<file path="src/rtl/pop_counter_pipe.sv">
// Streaming population counter: registered 6-input LUT leaves, a registered
// pairwise adder tree, and a final stage with optional saturating packet accumulation.
// Optional build macro POP_COUNTER_PIPE_MASK_EN adds i_mask; only bits set in both i_data and i_mask are counted.

module pop_counter_pipe_pop6 (
  input  logic [5:0] i_bits,
  output logic [2:0] o_cnt
);
  always_comb begin
    o_cnt = '0;
    for (int k = 0; k < 6; k++) o_cnt = o_cnt + 3'(i_bits[k]);
  end
endmodule

module pop_counter_pipe #(
  parameter int WIDTH     = 64,
  parameter int ACC_WIDTH = 16
) (
  input  logic                 i_clk,
  input  logic                 i_rst,
  input  logic                 i_valid,
  output logic                 o_ready,
  input  logic [WIDTH-1:0]     i_data,
`ifdef POP_COUNTER_PIPE_MASK_EN
  input  logic [WIDTH-1:0]     i_mask,
`endif
  input  logic                 i_accum,
  input  logic                 i_last,
  output logic                 o_valid,
  input  logic                 i_ready,
  output logic [ACC_WIDTH-1:0] o_data,
  output logic                 o_sat,
  output logic                 o_accum_active
);
  localparam int G      = (WIDTH + 5) / 6;
  localparam int LEVELS = $clog2(G);
  localparam int CW     = $clog2(WIDTH + 1);
  localparam int TW     = (CW < 3) ? 3 : CW;  // leaves are 3 bits even when WIDTH is tiny

  if (WIDTH < 1) begin : g_chk_width
    $error("pop_counter_pipe: WIDTH must be at least 1");
  end
  if (ACC_WIDTH < CW) begin : g_chk_acc
    $error("pop_counter_pipe: ACC_WIDTH must be at least $clog2(WIDTH+1)");
  end

  function automatic int nodes(input int lvl);
    return (G + (1 << lvl) - 1) >> lvl;
  endfunction

  typedef enum logic {S_IDLE, S_ACCUM} state_t;

  logic                  r_valid;
  logic                  w_adv;
  logic [WIDTH-1:0]      w_bits;
  logic [6*G-1:0]        w_pad;
  logic [G-1:0][2:0]     w_leaf;
  logic [LEVELS:0]       r_vld_pipe;
  logic [LEVELS:0]       r_acc_pipe;
  logic [LEVELS:0]       r_last_pipe;
  logic [TW-1:0]         w_root;

  assign w_adv   = !r_valid || i_ready;
  assign o_ready = w_adv;

`ifdef POP_COUNTER_PIPE_MASK_EN
  assign w_bits = i_data & i_mask;
`else
  assign w_bits = i_data;
`endif
  assign w_pad = (6*G)'(w_bits);

  for (genvar g = 0; g < G; g++) begin : g_leaf_lut
    pop_counter_pipe_pop6 u_pop6 (.i_bits(w_pad[6*g +: 6]), .o_cnt(w_leaf[g]));
  end

  always_ff @(posedge i_clk) begin
    if (i_rst) begin
      r_vld_pipe  <= '0;
      r_acc_pipe  <= '0;
      r_last_pipe <= '0;
    end else if (w_adv) begin
      r_vld_pipe[0]  <= i_valid;
      r_acc_pipe[0]  <= i_accum;
      r_last_pipe[0] <= i_last;
      for (int k = 1; k <= LEVELS; k++) begin
        r_vld_pipe[k]  <= r_vld_pipe[k-1];
        r_acc_pipe[k]  <= r_acc_pipe[k-1];
        r_last_pipe[k] <= r_last_pipe[k-1];
      end
    end
  end

  for (genvar l = 0; l <= LEVELS; l++) begin : g_lvl
    localparam int NL = nodes(l);
    logic [NL-1:0][TW-1:0] r_node;
    if (l == 0) begin : g_leaf
      always_ff @(posedge i_clk)
        if (w_adv) for (int g = 0; g < G; g++) r_node[g] <= TW'(w_leaf[g]);
    end else begin : g_add
      // Previous level zero-extended to an even count so an odd tail adds 0.
      logic [2*NL-1:0][TW-1:0] w_in;
      assign w_in = (2*NL*TW)'(g_lvl[l-1].r_node);
      always_ff @(posedge i_clk)
        if (w_adv) for (int i = 0; i < NL; i++) r_node[i] <= w_in[2*i] + w_in[2*i+1];
    end
  end

  assign w_root = g_lvl[LEVELS].r_node[0];

  state_t                r_state, w_state_nx;
  logic [ACC_WIDTH-1:0]  r_acc, w_acc_nx;
  logic                  r_sticky, w_sticky_nx;
  logic [ACC_WIDTH-1:0]  r_data, w_data_nx;
  logic                  r_sat, w_sat_nx;
  logic                  w_valid_nx;
  logic [ACC_WIDTH:0]    w_sum;
  logic                  w_ovf;
  logic [ACC_WIDTH-1:0]  w_sat_sum;

  assign w_sum     = {1'b0, r_acc} + (ACC_WIDTH+1)'(w_root);
  assign w_ovf     = w_sum[ACC_WIDTH];
  assign w_sat_sum = w_ovf ? '1 : w_sum[ACC_WIDTH-1:0];

  always_comb begin
    w_state_nx  = r_state;
    w_acc_nx    = r_acc;
    w_sticky_nx = r_sticky;
    w_data_nx   = r_data;
    w_sat_nx    = r_sat;
    w_valid_nx  = r_valid;
    if (w_adv) begin
      w_valid_nx = 1'b0;
      if (r_vld_pipe[LEVELS]) begin
        if (!r_acc_pipe[LEVELS]) begin
          w_valid_nx = 1'b1;
          w_data_nx  = ACC_WIDTH'(w_root);
          w_sat_nx   = 1'b0;
        end else if (!r_last_pipe[LEVELS]) begin
          w_acc_nx    = w_sat_sum;
          w_sticky_nx = r_sticky | w_ovf;
          w_state_nx  = S_ACCUM;
        end else begin
          w_valid_nx  = 1'b1;
          w_data_nx   = w_sat_sum;
          w_sat_nx    = r_sticky | w_ovf;
          w_acc_nx    = '0;
          w_sticky_nx = 1'b0;
          w_state_nx  = S_IDLE;
        end
      end
    end
  end

  always_ff @(posedge i_clk) begin
    if (i_rst) begin
      r_state  <= S_IDLE;
      r_acc    <= '0;
      r_sticky <= 1'b0;
      r_data   <= '0;
      r_sat    <= 1'b0;
      r_valid  <= 1'b0;
    end else begin
      r_state  <= w_state_nx;
      r_acc    <= w_acc_nx;
      r_sticky <= w_sticky_nx;
      r_data   <= w_data_nx;
      r_sat    <= w_sat_nx;
      r_valid  <= w_valid_nx;
    end
  end

  assign o_valid        = r_valid;
  assign o_data         = r_data;
  assign o_sat          = r_sat;
  assign o_accum_active = (r_state == S_ACCUM);
endmodule

</file>
<file path="config.mk">
export PLATFORM = sky130hd
export DESIGN_NAME = pop_counter_pipe
export DESIGN_NICKNAME = d
export VERILOG_FILES = /design/src/rtl/pop_counter_pipe.sv
export SDC_FILE = /design/constraint.sdc
export NUM_CORES = 1
export LEC_CHECK = 0
export CAP_MARGIN = 30
export CORE_MARGIN = 8
export CORE_UTILIZATION = 45
export DETAILED_ROUTE_END_ITERATION = 6
export GPL_TIMING_DRIVEN = 0
export HOLD_SLACK_MARGIN = 0.05
export PLACE_DENSITY_LB_ADDON = 0.05
export RECOVER_POWER = 50
export SLEW_MARGIN = 30
export SYNTH_ARGS = -nofsm -noshare
export SYNTH_HDL_FRONTEND = slang
export SYNTH_SLANG_ARGS = --single-unit
</file>
<file path="constraint.sdc">
create_clock -name i_clk -period 6.15 [get_ports i_clk]
set_clock_uncertainty 0.2 [all_clocks]
set_input_delay 0.9225 -clock i_clk [delete_from_list [all_inputs] [get_ports i_clk]]
set_output_delay 0.9225 -clock i_clk [all_outputs]
set_load 0.05 [all_outputs]
</file>
==> results by group, run 1 <==
Routing
  • Final ANT Viol Nets: 0
  • Initial DRC count: 205
  • Drt pass-1 iters: 4
  • WL/cell: 14.5 µm
  • Via total after detailed routing: 4863
  • Routed wire length: 14200 µm
  • Via density per instance: 4.96
  • Residual DRC: 0

Final layout
  • Core Util, Final: 56.3%
  • Share of cells above drive strength 1: 7.23%
  • Fin nets: 915
  • Area Overhead vs Synth: 24.1%
  • Ant. Diodes: 0

Timing
  • Unrepaired setup endpoints after global routing: no
  • Final slew viol count: 0
  • Max Fclk: 195 MHz
  • Actual slew at the worst max-slew pin: 627 ps
  • Final period utilization: 83.5%
  • # setup viols final: 0
  • Slew headroom: 58.2%
  • Final hold violation count: 0
  • Min Clock Period, post-route: 5130 ps

GRT
  • First-pass GRT wire length: 23900 µm
  • Gr usage total: 14.8%
  • Gr ovfl total: 0
  • Antenna violations before repair: 0
  • Pin count of the biggest net entering global routing: 30
  • Vias in the first global route: 5205

Placed design
  • Hpwl dp: 11100 µm
  • GPL Wtd Cong: 0.830
  • PortBufs: 89

Job
  • Max-cap viol count: 0

Worst setup path
  • Worst Setup End Kind: output pin
  • CP Class: input port to output pin
  • CP Launch Type: input port
  • Worst path arrival time: 4010 ps
  • CP required: 5030 ps
  • Max FO, Critical Path: 29

Floorplan
  • Die ar.: 0.0208 mm²
  • Core outline area: 0.0163 mm²
  • Die X: 144 µm
  • IO Pins: 90
  • Starting density of the core: 45.3%
  • Die height: 144 µm
  • Row count: 47

Clocking
  • Clock Tree Buf Depth: 2
  • Clock insertion delay at the later pin of the skew report: 420 ps
  • Clock sink count: 140
  • CTS Buf Count: 17
  • Root buf cell: clkbuf_16
  • Htree depth: 4
  • CTS resizes: 0
  • CTS tree: built
  • Hold-fix buffer count after cts: 0
  • Post-CTS Setup Inserts: 0
  • CTS clk-pin slew, worst paths: 60 ps

Power and ir drop
  • Sequential Power Share: 44.1%
  • Int Power: 2400 µW
  • Pwr per Cell Area: 362 mW/mm²
  • Static Leak: 0.00394 µW
  • Post-layout power: 3330 µW
  • Max VDD drop: 0.196 mV
  • Switching share of power: 27.9%
  • Comb pwr share: 27.0%
  • Clk pwr share: 29.0%
  • P_sw: 929 µW

Synth
  • Synthesized Nets: 804
  • Yosys reg bits: 140
  • Synthesized instance count: 637
  • Mapped Area: 0.00741 mm²
  • Avg Cell Area, Syn: 11.6 µm²
  • Count of different cell masters after synthesis: 58
  • Synth warn: 0
  • Post-synth EDFFs: 89
  • Ys async rst share: 0%
  • Fraction of the yosys area taken by sequential cells: 49.8%
  • Primary FF master, synth: edfxtp_1

Worst hold path
  • Type of the worst min-delay path: flip-flop to flip-flop

Outcome
  • Outcome: finished, final reports clean
[power by group through the flow]
stage	Combinational (µW)	Sequential, µW	Clock, µW
CTS	921	1470	984
floorplan	683	1440	0
detailed placement	912	1490	0
global route	1050	1500	1020
global placement	855	1480	0
finish	896	1470	963
[cells in the mapped netlist (3+ instances only)]
library cell | n | area [µm²]
o211ai_1 | 5 | 37.5
o21a_1 | 6 | 45.0
o21ai_0 | 7 | 35.0
and3_1 | 5 | 31.3
nand3_1 | 4 | 20.0
a21oi_1 | 57 | 285
dfxtp_1 | 51 | 1020
ha_1 | 55 | 688
a21o_1 | 20 | 150
nor2_1 | 17 | 63.8
nor2b_1 | 6 | 37.5
clkbuf_1 | 9 | 33.8
a41o_1 | 3 | 30.0
a22oi_1 | 4 | 30.0
edfxtp_1 | 89 | 2670
buf_2 | 8 | 40.0
nand2_1 | 57 | 214
xor2_1 | 6 | 52.6
nor3_1 | 8 | 40.0
inv_1 | 96 | 360
o21ai_1 | 8 | 40.0
fa_1 | 42 | 841
a311oi_1 | 3 | 26.3
a31oi_1 | 3 | 18.8
nand2b_1 | 3 | 18.8
xnor2_1 | 20 | 175
[per-layer routing]
metal	global-route usage, %	vias up	share of wire (%)
met1	17.0	2355	44
met5	0	-	0
met4	4.71	0	0.92
met3	4.42	11	4.1
li1	-	2411	-
met2	25.8	86	51
[layout make-up]
type / count / area [µm²]
flip-flops and latches: 140 / 3690
plain buffers: 22 / 100
inverters: 97 / 364
repair buffers: 92 / 966
fillers: 1430 / 7150
well taps: 220 / 275
clock inverters: 14 / 129
clock buffers: 18 / 429
multi-input cells: 378 / 3240
[critical path, cell delays in order]
cell,delay (ps)
dlygate4sd3_1,530
nor2b_1,40
clkbuf_1,160
inv_1,110
clkbuf_1,320
buf_2,600
buf_16,250
buf_12,210
clkdlybuf4s50_1,830
[state kept, by name, indices dropped and copies added, names as in the netlist]
signal          cells
r_last_pipe         5
o_data             16
r_acc              16
o_sat               1
r_acc_pipe          5
o_accum_active      1
g_lvl.r_node       89
r_sticky            1
o_valid             1
r_vld_pipe          5
[placed cells by master, fill, tap and decap left out, drive strengths merged, types with 3 or more instances in the layout]
master          n
inv            97
clkdlybuf4s50  71
a21o           20
a41o            3
dlygate4sd3    18
ha             55
a31oi           4
clkinvlp        3
a22oi           4
nand4           3
a21oi          59
edfxtp         89
xnor2          20
nor2b           6
buf             9
and3            5
o211ai          6
nand2b          3
nor4            4
clkinv          9
a311oi          4
nor2           19
o21a            6
nand2          59
o21ai          15
fa             42
nand3           6
xor2            6
dfxtp          51
nor3            8
clkbuf         34
[kinds of logic (layout without fill, tap and decap cells)]
logic type               Yosys count  count (layout)  synth area share [%]
adder cells (fa/ha/maj)           97              97                  20.6
AND/OR/NAND/NOR                  121             121                  8.15
flip-flops                       140             140                  49.8
AO/OA/AOI/OAI                    133             133                  11.9
XOR/XNOR                          26              26                  3.07
multiplexers                       1               1                 0.135
buffers and inverters            119             243                  6.33
[through the flow]
step / instance area (µm²) / cells / setup TNS, ps / setup slack, ps / hold slack (ps)
floorplan: 7410 / 637 / 0 / 684 / 200
CTS: 9210 / 981 / 0 / 1270 / 222
detailed placement: 8660 / 949 / 0 / 1280 / 208
global route: 9200 / 981 / 0 / 812 / 221
finish: 9200 / 981 / 0 / 1020 / 220
global placement: 8580 / 946 / -21490 / -1990 / 205
[path summary, 6_finish.rpt]
| path | startpoint | to | slack [ps] | cells past startpoint |
|---|---|---|---|---|
| setup / recovery | i_ready | o_ready | 1020 | 9 |
| setup reg to reg | g_lvl[4].r_node[0]$_DFFE_PN_ | o_data[7]$_SDFFE_PP0P_ | 3220 | 8 |
| hold reg to reg | g_lvl[2].r_node[15]$_DFFE_PN_ | g_lvl[3].r_node[8]$_DFFE_PN_ | 220 | 0 |
| hold / removal | g_lvl[2].r_node[15]$_DFFE_PN_ | g_lvl[3].r_node[8]$_DFFE_PN_ | 220 | 0 |
Note: power is estimated with default switching activity, not from simulation.
==> run 2, diff against run 1 <==
Clock period 6.15 ns to 4.75 ns, I/O delays scaled along.
==> run 2 against run 1 <==
Effect of this change:
- non-clock buffer count down 2
- cell count down 0.20%
- wire length decreased by 1.2%
- sequential cell count stayed put
- sequential share of layout area about the same
- combinational power increased by 29%
- global-route usage is 0.22 points lower
- critical path type unchanged
==> results by group, run 2 (synthesis results as in run 1) <==
Outcome
  • Outcome: finished, final reports clean

Worst setup path
  • CP peak stage delay: 860 ps
  • Max stage delay cell, worst path: clkdlybuf4s50_1
  • Worst path arrival time: 3410 ps
  • CP Launch Type: input port
  • CP Class: input port to output pin
  • Register-to-register setup slack: 1990 ps
  • Max FO, Critical Path: 54
  • Worst Setup End Kind: output pin
  • Critical-path cell list: dlygate4sd3_1 -> nor2b_1 -> clkbuf_1 -> inv_1 -> buf_2 -> buf_6 -> buf_16 -> clkdlybuf4s50_1
  • CP required: 3840 ps

Power and ir drop
  • Switching share of power: 27.5%
  • Comb pwr share: 26.6%
  • Int Power: 3160 µW
  • Clk pwr share: 29.9%
  • Pwr per Cell Area: 474 mW/mm²
  • Static Leak: 0.00392 µW
  • Max VDD drop: 0.272 mV
  • P_sw: 1200 µW
  • Sequential Power Share: 43.5%

Routing
  • Initial DRC count: 233
  • Via total after detailed routing: 4910
  • Drt pass-1 iters: 4
  • Residual DRC: 0
  • WL/cell: 14.3 µm
  • Via density per instance: 5.02
  • Routed wire length: 14000 µm
  • Final ANT Viol Nets: 0

Clocking
  • Post-CTS Setup Inserts: 0
  • CTS Buf Count: 17
  • Root buf cell: clkbuf_16
  • CTS clk-pin slew, worst paths: 60 ps
  • CTS resizes: 0
  • Clock sink count: 140
  • Clock Tree Buf Depth: 2
  • Htree depth: 4
  • Hold-fix buffer count after cts: 0
  • Clock insertion delay at the later pin of the skew report: 420 ps
  • CTS tree: built

GRT
  • Vias in the first global route: 5097
  • Gr usage total: 14.6%
  • Pin count of the biggest net entering global routing: 55
  • First-pass GRT wire length: 23600 µm
  • Antenna violations before repair: 0
  • Gr ovfl total: 0

Floorplan
  • Die ar.: 0.0208 mm²
  • IO Pins: 90
  • Die height: 144 µm
  • Row count: 47
  • Die X: 144 µm
  • Core outline area: 0.0163 mm²
  • Starting density of the core: 45.3%

Timing
  • Final Worst Setup Slack: 427 ps
  • # setup viols final: 0
  • Final slew viol count: 0
  • Actual slew at the worst max-slew pin: 611 ps
  • Max Fclk: 231 MHz
  • Unrepaired setup endpoints after global routing: no
  • Slew headroom: 59.2%
  • Final period utilization: 91.0%
  • Min Clock Period, post-route: 4320 ps
  • Final hold violation count: 0

Placed design
  • PortBufs: 89
  • Hpwl dp: 10600 µm
  • GPL Wtd Cong: 0.821
  • Pre-CTS setup slack: 542 ps

Worst hold path
  • Type of the worst min-delay path: flip-flop to flip-flop

Final layout
  • Share of cells above drive strength 1: 7.77%
  • Most frequent cells in the layout: inv_1 (97), edfxtp_1 (89), clkdlybuf4s50_1 (74)
  • Core Util, Final: 56.2%
  • Largest Register: g_lvl.r_node
  • Commonest non-fill, non-tap cell in the layout: inv_1
  • Fin nets: 913
  • Ant. Diodes: 0
  • Area Overhead vs Synth: 24.0%
  • Filler cell count: 1431
  • Max reg flops: 89

Job
  • Max-cap viol count: 0
run 2: layout make-up:
| type | instances | area, µm² | area share [%] |
|---|---|---|---|
| plain buffers | 22 | 111 | 1.21 |
| flip-flops and latches | 140 | 3690 | 40.2 |
| clock inverters | 13 | 150 | 1.63 |
| clock buffers | 19 | 433 | 4.71 |
| well taps | 220 | 275 | 2.99 |
| repair buffers | 90 | 918 | 9.99 |
| inverters | 97 | 364 | 3.96 |
| multi-input cells | 378 | 3250 | 35.3 |
run 2: critical path: cells and delay by family:
family        cells  cell delay [ps]
buf+inv           7             2590
simple gates      1               40
run 2: per-stage QoR:
step / area, µm² / cells / hold WS [ps] / power (µW) / setup TNS, ps
after CTS: 9200 / 979 / 217 / 4430 / 0
after global routing: 9190 / 979 / 214 / 4680 / 0
after floorplan: 7420 / 637 / 200 / 2750 / 0
after detailed placement: 8610 / 947 / 205 / 3090 / 0
after global placement: 8580 / 946 / 205 / 3030 / -86750
final: 9190 / 979 / 215 / 4360 / 0
run 2: per-layer routing:
layer	track usage (%)	wire, µm	vias to the layer above	part of all wire (%)
li1	-	-	2402	-
met1	17.0	5970	2381	43
met2	25.4	7100	110	51
met3	3.63	729	17	5.2
met4	5.20	212	0	1.5
met5	0	0	-	0
run 2: final timing paths:
kind	startpoint	endpoint	depth (start not counted)
min	g_lvl[0].r_node[71]$_DFFE_PN_	g_lvl[1].r_node[36]$_DFFE_PN_	0
max	i_ready	o_ready	8
max reg2reg	g_lvl[4].r_node[0]$_DFFE_PN_	o_data[4]$_SDFFE_PP0P_	9
min reg2reg	g_lvl[0].r_node[71]$_DFFE_PN_	g_lvl[1].r_node[36]$_DFFE_PN_	0
run 2: power groups by stage:
stage | Sequential [µW] | Clock [µW] | Combinational, µW
after global routing | 1930 | 1380 | 1370
after floorplan | 1870 | 0 | 884
final | 1900 | 1310 | 1160
after detailed placement | 1930 | 0 | 1170
after global placement | 1920 | 0 | 1110
after CTS | 1900 | 1330 | 1190
